===== src/rtl/brush_stroke_writer.sv =====
// Brush stroke framebuffer writer: stamps a clamped square brush one pixel per cycle
// and performs full-frame clears. Define BRUSH_ROUND_EN to drop the corners of stamps >= 3.
module brush_stroke_writer #(
  parameter int H_RES     = 640,
  parameter int V_RES     = 480,
  parameter int PIXEL_W   = 1,
  parameter int ADDR_W    = 19,
  parameter int BRUSH_MAX = 8
) (
  input  logic               clk,
  input  logic               rst,
  input  logic               pos_valid,
  input  logic [9:0]         pos_x,
  input  logic [9:0]         pos_y,
  input  logic               draw,
  input  logic               erase,
  input  logic [3:0]         brush_size,
  input  logic [PIXEL_W-1:0] color,
  input  logic               clear_req,
  output logic               ready,
  output logic               write_enable,
  output logic [ADDR_W-1:0]  write_addr,
  output logic [PIXEL_W-1:0] write_data,
  output logic               clear_done
);

  localparam logic [1:0] StIdle  = 2'd0;
  localparam logic [1:0] StPaint = 2'd1;
  localparam logic [1:0] StClear = 2'd2;

  localparam int                AW1       = ADDR_W + 1;
  localparam logic [10:0]       HRes11    = 11'(H_RES);
  localparam logic [10:0]       VRes11    = 11'(V_RES);
  localparam logic [3:0]        BrushMax  = 4'(BRUSH_MAX);
  localparam logic [ADDR_W-1:0] FrameLast = ADDR_W'(H_RES * V_RES - 1);

  logic [1:0]         state_q, state_d;
  logic [9:0]         x_q, x_d, y_q, y_d;
  logic [3:0]         size_q, size_d, dx_q, dx_d, dy_q, dy_d;
  logic [PIXEL_W-1:0] data_q, data_d;
  logic [ADDR_W-1:0]  clr_addr_q, clr_addr_d;
  logic               we_q, we_d, done_q, done_d;
  logic [ADDR_W-1:0]  addr_q, addr_d;
  logic [PIXEL_W-1:0] wdata_q, wdata_d;

  logic [10:0]  px, py;
  logic [AW1-1:0] paint_addr;
  logic [3:0]   last_idx, size_clamped;
  logic         clipped, corner;

  assign px         = {1'b0, x_q} + {7'b0, dx_q};
  assign py         = {1'b0, y_q} + {7'b0, dy_q};
  assign paint_addr = AW1'(py) * AW1'(H_RES) + AW1'(px);
  assign last_idx   = size_q - 4'd1;
  // The address MSB can only be set for off-screen pixels; treat it as a clip too.
  assign clipped    = (px >= HRes11) || (py >= VRes11) || paint_addr[ADDR_W];

  always_comb begin
    size_clamped = brush_size;
    if (brush_size == 4'd0) begin
      size_clamped = 4'd1;
    end else if (brush_size > BrushMax) begin
      size_clamped = BrushMax;
    end
  end

`ifdef BRUSH_ROUND_EN
  assign corner = (size_q >= 4'd3) && ((dx_q == 4'd0) || (dx_q == last_idx)) &&
                  ((dy_q == 4'd0) || (dy_q == last_idx));
`else
  assign corner = 1'b0;
`endif

  always_comb begin
    state_d    = state_q;
    x_d        = x_q;
    y_d        = y_q;
    size_d     = size_q;
    data_d     = data_q;
    dx_d       = dx_q;
    dy_d       = dy_q;
    clr_addr_d = clr_addr_q;
    we_d       = 1'b0;
    done_d     = 1'b0;
    addr_d     = addr_q;
    wdata_d    = wdata_q;
    case (state_q)
      StIdle: begin
        if (clear_req) begin
          state_d    = StClear;
          clr_addr_d = '0;
        end else if (pos_valid && (draw || erase)) begin
          state_d = StPaint;
          x_d     = pos_x;
          y_d     = pos_y;
          size_d  = size_clamped;
          data_d  = draw ? color : '0;
          dx_d    = 4'd0;
          dy_d    = 4'd0;
        end
      end
      StPaint: begin
        if (!clipped && !corner) begin
          we_d    = 1'b1;
          addr_d  = paint_addr[ADDR_W-1:0];
          wdata_d = data_q;
        end
        if (dx_q == last_idx) begin
          dx_d = 4'd0;
          if (dy_q == last_idx) begin
            state_d = StIdle;
          end else begin
            dy_d = dy_q + 4'd1;
          end
        end else begin
          dx_d = dx_q + 4'd1;
        end
      end
      StClear: begin
        we_d    = 1'b1;
        addr_d  = clr_addr_q;
        wdata_d = '0;
        if (clr_addr_q == FrameLast) begin
          done_d  = 1'b1;
          state_d = StIdle;
        end else begin
          clr_addr_d = clr_addr_q + 1'b1;
        end
      end
      default: state_d = StIdle;
    endcase
  end

  always_ff @(posedge clk) begin
    if (rst) begin
      state_q    <= StIdle;
      x_q        <= '0;
      y_q        <= '0;
      size_q     <= '0;
      data_q     <= '0;
      dx_q       <= '0;
      dy_q       <= '0;
      clr_addr_q <= '0;
      we_q       <= 1'b0;
      done_q     <= 1'b0;
      addr_q     <= '0;
      wdata_q    <= '0;
    end else begin
      state_q    <= state_d;
      x_q        <= x_d;
      y_q        <= y_d;
      size_q     <= size_d;
      data_q     <= data_d;
      dx_q       <= dx_d;
      dy_q       <= dy_d;
      clr_addr_q <= clr_addr_d;
      we_q       <= we_d;
      done_q     <= done_d;
      addr_q     <= addr_d;
      wdata_q    <= wdata_d;
    end
  end

  assign ready        = (state_q == StIdle);
  assign write_enable = we_q;
  assign write_addr   = addr_q;
  assign write_data   = wdata_q;
  assign clear_done   = done_q;

endmodule


===== config.mk =====
export PLATFORM = sky130hd
export DESIGN_NAME = brush_stroke_writer
export DESIGN_NICKNAME = d
export VERILOG_FILES = /design/src/rtl/brush_stroke_writer.sv
export SDC_FILE = /design/constraint.sdc
export NUM_CORES = 1
export LEC_CHECK = 0
export ABC_AREA = 1
export CAP_MARGIN = 20
export CORE_MARGIN = 2
export CORE_UTILIZATION = 53
export DETAILED_ROUTE_END_ITERATION = 12
export GPL_ROUTABILITY_DRIVEN = 1
export GPL_TIMING_DRIVEN = 0
export PLACE_DENSITY = 0.72
export SYNTH_ARGS = -nofsm -noshare
export SYNTH_HDL_FRONTEND = slang
export SYNTH_SLANG_ARGS = --single-unit

===== constraint.sdc =====
create_clock -name clk -period 6.61 [get_ports clk]
set_input_delay 1.6525 -clock clk [delete_from_list [all_inputs] [get_ports clk]]
set_output_delay 1.6525 -clock clk [all_outputs]
set_load 0.05 [all_outputs]

* After elaboration in Yosys (flattened, before gate mapping) *
Cells that the tools add are included.

storage, ports and cells
  flip-flop bits (word level) = 76
  input bits = 31
  output and inout port bits = 23
  word-level logic and storage cells = 82

operators by class
  add/sub/neg operators = 7
  multipliers = 1
  magnitude comparators = 3
  eq/ne operators = 15
  mux-type cells = 26
  bitwise gates (word level) = 2
  reductions and logical operators = 16

operators with widths
  operator                                                                                count
  19-bit one-hot mux with 2 select lines                                                  2
  19-bit 2-to-1 mux                                                                       3
  4-bit 2-to-1 mux                                                                        7
  10-bit by 4-bit adder with 11-bit output                                                2
  20-bit by 11-bit adder with 20-bit output                                               1
  19-bit by 1-bit adder with 19-bit output (second input constant)                        1
  19-bit == test (second input constant)                                                  1
  2-bit != test (second input constant)                                                   8
  4-bit one-hot mux with 2 select lines                                                   2
  11-bit by 3-bit multiplier with 13-bit output (second input constant)                   1
  11-bit by 10-bit greater-or-equal comparator with 1-bit output (second input constant)  1
  11-bit by 9-bit greater-or-equal comparator with 1-bit output (second input constant)   1
  2-bit 2-to-1 mux                                                                        5
  3-bit AND reduction                                                                     3
  4-bit by 1-bit adder with 4-bit output (second input constant)                          2
  4-bit == test                                                                           2
  2-bit one-hot mux with 3 select lines                                                   1
  2-bit nonzero test                                                                      3
  5-bit AND reduction                                                                     1
  4-bit > comparator (second input constant)                                              1
  4-bit zero test                                                                         1
  1-bit 2-to-1 mux                                                                        4
  1-bit one-hot mux with 2 select lines                                                   2
  4-bit AND reduction                                                                     1
  other kinds (11)                                                                        14

* Logic depth before layout (Yosys ltp) *
Gate-level depths: netlist of the first run.

  depth after elaboration = 6
  gate-level depth with buffers = 29
  mapped depth without buffers = 28

* Worst setup path after synthesis of the first run *
OpenSTA, ideal clock, no wires.

  path kind = reg2reg
  start point = register dy_q[0]
  end point = register addr_q[10] (netlist: write_addr[10])
  data arrival time = 3.595 ns
  slack = 2.900 ns
  stages on the path, launching flop included = 22
  buffers on the path = 1
  period minus slack after synthesis = 3.710 ns
  path through = dfxtp_1 -> ha_1 -> inv_1 -> fa_1 -> inv_1 -> nand3_1 -> nand2_1 -> xor2_1 -> ha_1 -> fa_1 -> xor2_1 -> and3_2 -> nand2_4 -> nor2_8 -> inv_2 -> o21bai_2 -> nand2_4 -> nand2_4 -> buf_6 -> nand2_2 -> nand2_1 -> nor2_2

on the way
  cells in the longest elaborated chain, start to end = 6

ends and longest elaborated chain
  item                                                                                                                                   RTL line  source
  start: declaration                                                                                                                     39        logic [3:0] size_q, size_d, dx_q, dx_d, dy_q, dy_d;
  start signal: assignment                                                                                                               155       dy_q <= dy_d;
  10-bit by 4-bit adder with 11-bit output (*)                                                                                           52        assign py = {1'b0, y_q} + {7'b0, dy_q};
  11-bit by 3-bit multiplier with 13-bit output / 11-bit by 9-bit greater-or-equal comparator with 1-bit output (equally long branches)  53, 56
  20-bit by 11-bit adder with 20-bit output / 1-bit logical OR (equally long branches)                                                   53, 56
  1-bit logical OR                                                                                                                       56        assign clipped = (px >= HRes11) || (py >= VRes11) || paint_addr[ADDR_W];
  2-bit != test (no line)                                                                                                                n/a
  2-bit AND reduction (no line)                                                                                                          n/a
  end signal: assignment                                                                                                                 159       addr_q <= addr_d;
  end: declaration                                                                                                                       43        logic [ADDR_W-1:0] addr_q, addr_d;

Mark *: on every way between the ends. The rest lies on a longest branch, timed or not. The select of a mux whose other input is x is not followed.
A chain may end at the register's enable or synchronous reset.

* Final worst setup path of the first run *
Same ends and word-level chain as after synthesis.

==> impl_metrics.py, run 1 <==
metrics = {
    "global_route": {
        "use_met3_pct": 3.88,
        "antenna_found_initial": 0,
        "grt_pass1_wl_microns": 23000,
        "busiest_layer": "met2",
        "grtUsageMet1_pct": 34.1,
        "grt_overflow": 0,
        "grt_pass1_vias": 4983,
        "met2_usage_pct": 44.0,
        "grt_max_degree": 13,
        "track_usage_pct": 26.1,
    },
    "yosys": {
        "synthesis.area_sq_um": 5350,
        "syn_inst": 828,
        "ys_seq_area_share_pct": 28.5,
        "synth_area_per_cell_sq_um": 6.46,
        "synth_async_sr_flop_share_pct": 0,
        "syn_nets": 900,
        "synth_flop_cell": "dfxtp_1",
        "synth_edf_count": 0,
        "synth-seq-cells": 76,
        "synthDistinctLibCells": 37,
        "ys_warn_count": 0,
    },
    "detailed_routing": {
        "ant_nets": 0,
        "vias": 5344,
        "viasPerCell": 5.19,
        "dr.pass1.iters": 5,
        "drc": 0,
        "wire_per_inst_microns": 13.5,
        "routed_wirelength_microns": 13900,
        "dr.first_iter.drc_count": 258,
    },
    "critical_path": {
        "cp.required_ns": 6.87,
        "start_kind": "flop",
        "cp.arrival_ns": 4.50,
        "cp_max_fo": 10,
        "crit_start": "dy_q[0]",
        "r2r_start": "dy_q[0]",
        "cp-end-kind": "flop",
        "crit_type": "flop to flop",
    },
    "timing": {
        "fin_crit_sh_pct": 64.2,
        "grt_setup_unrepaired": "false",
        "setup_viol": 0,
        "tightestPinTransition_ns": 0.696,
        "min_period_ns": 4.24,
        "timing.hold.ws_ns": 0.489,
        "final_max_slew_viol_count": 0,
        "finalSetupTns_ns": 0,
        "slew_headroom_pct": 53.6,
        "fmax_mhz": 236,
        "final-hold-violation-count": 0,
        "setup_ws_ns": 2.37,
        "skew_ns": 0.00919,
    },
    "placement": {
        "place_inst": 1014,
        "gp_congestion": 0.872,
        "post-dp-hpwl_microns": 11200,
        "port_buffers": 53,
        "preCtsSetupSlack_ns": 2.38,
    },
    "clock_network": {
        "path_clk_slew_ns": 0.08,
        "clockRootBuffer": "clkbuf_8",
        "hold_buffers": 0,
        "clk_latency_ns": 0.36,
        "cts_resized": 0,
        "post-cts-setup-buffers": 0,
        "tritoncts": "done",
        "cts.sinks": 76,
        "numCtsBuffers": 9,
        "htree_levels": 3,
        "clockBufferDepth": 2,
    },
    "min_path": {
        "hp-class": "flop to flop",
        "hold_start": "x_q[9]",
    },
    "power_and_ir_drop": {
        "seqPwrFrac_pct": 31.1,
        "peakVddDrop_v": 0.000182,
        "power.density_nw_per_um2": 311,
        "internal-power_mw": 1.06,
        "power.switching_fraction_pct": 45.5,
        "clockPowerShare_pct": 18.5,
        "combPwrFrac_pct": 50.4,
        "p_leak_nw": 2.85,
        "p_switching_mw": 0.884,
    },
    "layout": {
        "num_antenna_cells": 0,
        "drive_gt1_share_pct": 6.70,
        "fin_util_pct": 63.8,
        "syn2layout_area_growth_pct": 16.6,
        "stdcell_count": 1029,
        "nNetsFinal": 964,
    },
    "die": {
        "ioPinCount": 54,
        "die_h_microns": 104,
        "start_util_pct": 54.7,
        "die_x_microns": 104,
        "coreArea_sq_um": 9770,
        "design.die.area_sq_um": 10900,
        "core.rowCount": 36,
    },
    "status": {
        "outcome": "finished clean",
    },
    "flow_run": {
        "cap_violations": 0,
    },
}
-- stage by stage --
stage / cell area, sq um / power [mW]
2_1_floorplan: 5350 / 1.31
3_3_place_gp: 6040 / 1.57
3_5_place_dp: 6040 / 1.59
4_1_cts: 6230 / 1.95
5_1_grt: 6230 / 2.07
6_report: 6230 / 1.94
-- final timing paths --
path	to	slack (ns)	cells after the start
max	write_addr[10]	2.37	21
min	x_q[9]	0.49	2
max reg2reg	write_addr[10]	2.37	21
min reg2reg	x_q[9]	0.49	2
-- critical path, cell delays in order (launching register included) --
cell,delay (ns)
dfxtp_1,0.45
ha_1,0.25
inv_1,0.07
fa_1,0.39
inv_1,0.09
nand3_1,0.06
nand2_1,0.16
xor2_1,0.24
ha_1,0.32
fa_1,0.50
xor2_1,0.27
and3_2,0.27
nand2_4,0.07
nor2_8,0.12
inv_2,0.05
o21bai_2,0.23
nand2_4,0.12
nand2_4,0.13
buf_6,0.18
nand2_2,0.05
nand2_1,0.07
nor2_2,0.04
-- routing by layer --
| metal | up-vias | wire, microns |
|---|---|---|
| met3 | 20 | 674 |
| met1 | 2401 | 6390 |
| met4 | 0 | 287 |
| met5 | - | 0 |
| li1 | 2783 | - |
| met2 | 140 | 6500 |
-- cells in the final DEF (no fill, tap or decap), types with 3 or more instances in the layout --
cell type	count
nand4_1	17
nand3b_1	7
xor2_1	15
nor3_1	13
o21ai_0	54
nand2_1	226
clkbuf_1	15
dfxtp_1	76
nand2_4	3
nor4_1	3
nand3_1	54
nand2_2	11
xnor2_1	9
inv_2	7
a211oi_1	3
a21oi_1	46
nor2_2	13
clkbuf_8	10
nor2_1	105
clkdlybuf4s50_1	53
ha_1	37
fa_1	4
buf_6	3
buf_2	4
inv_1	87
-- state kept, by name, summed over array words and instances (netlist names) --
signal,cells
write_enable,1
size_q,4
y_q,10
dy_q,4
clr_addr_q,19
state_q,2
clear_done,1
dx_q,4
write_addr,19
write_data,1
data_q,1
x_q,10
-- Yosys cell counts, types with 4 or more instances --
cell | instances | area (sq um)
nand2_1 | 226 | 848
nor2_1 | 105 | 394
inv_1 | 87 | 327
dfxtp_1 | 76 | 1520
nand3_1 | 54 | 270
o21ai_0 | 54 | 270
a21oi_1 | 46 | 230
ha_1 | 37 | 463
nand4_1 | 17 | 106
xor2_1 | 15 | 131
clkbuf_1 | 14 | 52.6
nor2_2 | 13 | 81.3
nor3_1 | 13 | 65.1
nand2_2 | 11 | 68.8
xnor2_1 | 9 | 78.8
inv_2 | 7 | 26.3
nand3b_1 | 7 | 52.6
buf_2 | 4 | 20.0
fa_1 | 4 | 80.1
-- power by group through the flow --
stage | Sequential, mW | Combinational (mW) | Clock, mW
global placement | 0.610 | 0.956 | 0
floorplan | 0.785 | 0.526 | 0
CTS | 0.603 | 0.979 | 0.364
detailed placement | 0.613 | 0.973 | 0
global route | 0.614 | 1.07 | 0.385
finish | 0.603 | 0.979 | 0.360
-- kinds of logic (layout without fill, tap and decap cells) --
| family | count (synthesis) | count (layout) | synth area share, % |
|---|---|---|---|
| AOI/OAI and AO/OA | 109 | 109 | 10.7 |
| xor gates and xnor gates | 26 | 26 | 4.54 |
| adders and majority gates | 41 | 41 | 10.2 |
| buffers and inverters | 118 | 186 | 8.80 |
| DFF | 76 | 76 | 28.5 |
| muxes | 1 | 1 | 0.187 |
| and+or+nand+nor | 457 | 457 | 37.2 |
-- area by class of cell --
class                      count  area [sq um]
sequential                    76          1520
clock inverter                 4          50.0
inverter                      96           360
fill                         934          3540
timing repair buffer          53           531
clock buffer                  11           141
buffer                        22           110
tap                          133           166
multi-input combinational    634          3350
Power figures use the tool's default switching activity.
==> run 2: changes to the inputs <==
--- a/config.mk
+++ b/config.mk
@@ -8,11 +8,11 @@
 export ABC_AREA = 1
 export CAP_MARGIN = 20
 export CORE_MARGIN = 2
-export CORE_UTILIZATION = 53
+export CORE_UTILIZATION = 52
 export DETAILED_ROUTE_END_ITERATION = 12
 export GPL_ROUTABILITY_DRIVEN = 1
 export GPL_TIMING_DRIVEN = 0
-export PLACE_DENSITY = 0.72
+export PLACE_DENSITY = 0.74
 export SYNTH_ARGS = -nofsm -noshare
 export SYNTH_HDL_FRONTEND = slang
 export SYNTH_SLANG_ARGS = --single-unit
==> constraint.sdc (replaced) <==
create_clock -name clk -period 3.45 [get_ports clk]
set_input_delay 0.8625 -clock clk [delete_from_list [all_inputs] [get_ports clk]]
set_output_delay 0.8625 -clock clk [all_outputs]
set_load 0.05 [all_outputs]
==> impl_metrics.py, run 2 (synthesis gave the netlist of run 1 again) <==
metrics = {
    "status": {
        "outcome": "finished, violations left",
        "violations": "negative setup slack",
    },
    "global_route": {
        "grt_overflow": 0,
        "track_usage_pct": 27.8,
        "antenna_found_initial": 0,
        "grt_max_degree": 14,
        "grt_pass1_wl_microns": 25200,
        "grt_pass1_vias": 5633,
    },
    "power_and_ir_drop": {
        "peakVddDrop_v": 0.000432,
        "power.density_nw_per_um2": 602,
        "p_leak_nw": 3.05,
    },
    "die": {
        "die_x_microns": 105,
        "start_util_pct": 52.7,
        "die_h_microns": 105,
        "core.rowCount": 37,
        "design.die.area_sq_um": 11100,
        "ioPinCount": 54,
        "coreArea_sq_um": 10100,
    },
    "layout": {
        "nNetsFinal": 993,
        "layout_commonest_cell": "nand2_1",
        "mostFrequentLayoutCells": "nand2_1 (191), nor2_1 (86), inv_1 (85)",
        "fin_util_pct": 70.1,
        "num_antenna_cells": 0,
        "stdcell_count": 1062,
        "final_cell_area_sq_um": 7110,
        "fillers": 817,
        "drive_gt1_share_pct": 20.4,
        "syn2layout_area_growth_pct": 32.9,
    },
    "timing": {
        "skew_ns": 0.0166,
        "grt_setup_unrepaired": "true",
        "min_period_ns": 3.58,
        "tightestPinTransition_ns": 0.724,
        "setup_ws_ns": -0.131,
        "final_max_slew_viol_count": 0,
        "timing.hold.ws_ns": 0.490,
        "final-hold-violation-count": 0,
        "slew_headroom_pct": 51.7,
        "fin_crit_sh_pct": 104,
        "finalSetupTns_ns": -2.23,
        "setup_viol": 20,
        "fmax_mhz": 279,
    },
    "critical_path": {
        "cp-end-kind": "flop",
        "cpMaxStageDelayCell": "fa_2",
        "crit_start": "dy_q[0]",
        "crit_chain": "ha_4, inv_2, fa_2, inv_2, nand3_2, nand2_4, xor2_4, ha_4, fa_2, xor2_2, and3_4, nand2_4, nor2_8, inv_2, o21bai_4, nand2_4, nand2_8, buf_12, nand2_2, nand2_2, nor2_2",
        "cp.required_ns": 3.71,
        "crit_family": "adder cells",
        "ff2ff_path_depth": 21,
        "r2r_start": "dy_q[0]",
        "cp.depth": 21,
        "start_kind": "flop",
        "worstSetupEndpoint": "write_addr[7]",
        "regToRegEndpoint": "write_addr[7]",
        "crit_type": "flop to flop",
        "r2r_slack_ns": -0.13,
        "cp_max_fo": 6,
        "path_buf_inv": 4,
        "cp.arrival_ns": 3.84,
        "cp_slowest_stage_delay_ns": 0.41,
    },
    "clock_network": {
        "cts.sinks": 76,
        "hold_buffers": 0,
        "htree_levels": 3,
        "clockBufferDepth": 2,
        "path_clk_slew_ns": 0.08,
        "clk_latency_ns": 0.36,
        "tritoncts": "done",
        "numCtsBuffers": 9,
        "clockRootBuffer": "clkbuf_8",
    },
    "placement": {
        "post-dp-hpwl_microns": 10900,
        "gp_congestion": 0.915,
        "port_buffers": 53,
        "place_inst": 1017,
        "placedInstanceArea_sq_um": 6090,
    },
    "detailed_routing": {
        "ant_nets": 0,
        "viasPerCell": 5.36,
        "routed_wirelength_microns": 15400,
        "vias": 5697,
        "drc": 0,
        "wire_per_inst_microns": 14.5,
        "dr.first_iter.drc_count": 263,
        "dr.pass1.iters": 5,
    },
    "flow_run": {
        "cap_violations": 0,
    },
    "min_path": {
        "hp-class": "flop to flop",
    },
}
==> run 2: changes by cell type in the layout (fill, tap and decap cells not counted), moves of 17 or more <==
cell and change:
ha_4 +17, nand2_1 -35, buf_4 +26, ha_1 -19
nor2_1 -19, nand2_2 +25
==> run 2: worst min path at each step <==
| stage | from | endpoint | slack, ns | depth (start not counted) |
|---|---|---|---|---|
| finish | write_addr[0] | write_addr[0] | 0.49 | 2 |
| global route | size_q[1] | size_q[1] | 0.52 | 2 |
| CTS | write_addr[0] | write_addr[0] | 0.49 | 2 |
| detailed placement | write_addr[0] | write_addr[0] | 0.47 | 2 |
| global placement | write_addr[0] | write_addr[0] | 0.47 | 2 |
| floorplan | data_q | data_q | 0.45 | 2 |
==> run 2: layout make-up <==
| cell class | instances | area [sq um] | area share, % |
|---|---|---|---|
| Clock inverter | 5 | 85.1 | 1.20 |
| Buffer | 22 | 123 | 1.73 |
| Clock buffer | 11 | 141 | 1.99 |
| Multi-Input combinational cell | 634 | 3920 | 55.2 |
| Inverter | 96 | 360 | 5.07 |
| Tap cell | 136 | 170 | 2.39 |
| Sequential cell | 76 | 1540 | 21.6 |
| Timing Repair Buffer | 82 | 769 | 10.8 |
==> run 2: per-layer routing <==
| layer | vias up | share of wire (%) | GRT usage, % | wire length [microns] |
|---|---|---|---|---|
| met1 | 2599 | 42 | 32.4 | 6440 |
| met2 | 196 | 49 | 50.0 | 7580 |
| met5 | - | 0 | 0 | 0 |
| met3 | 47 | 5.0 | 3.53 | 774 |
| li1 | 2855 | - | - | - |
| met4 | 0 | 4.0 | 13.6 | 619 |
==> run 2: report_power, final <==
group | switching, mW | total [mW] | internal [mW]
combinational | 1.44 | 2.32 | 0.884
clock | 0.349 | 0.780 | 0.430
sequential | 0.134 | 1.18 | 1.04
==> run 2: metrics by stage <==
step | setup slack, ns | total power, mW
floorplan | 0.00729 | 2.53
global placement | -0.377 | 3.02
detailed placement | -0.431 | 3.06
CTS | -0.0282 | 4.18
global route | -0.255 | 4.52
finish | -0.131 | 4.28
==> run 2: repair_timing <==
item	in CTS	in global routing
gates resized for setup	91	33
pin swaps	15	24
buffers inserted	20	7
setup endpoints to repair	21	21
endpoints found under the hold margin	0	0
cloned	2	0
==> run 2: worst min-delay path, stage by stage, from the launching register on <==
cell	delay, ns
dfxtp_1	0.32
nor2_1	0.09
nor2_1	0.05
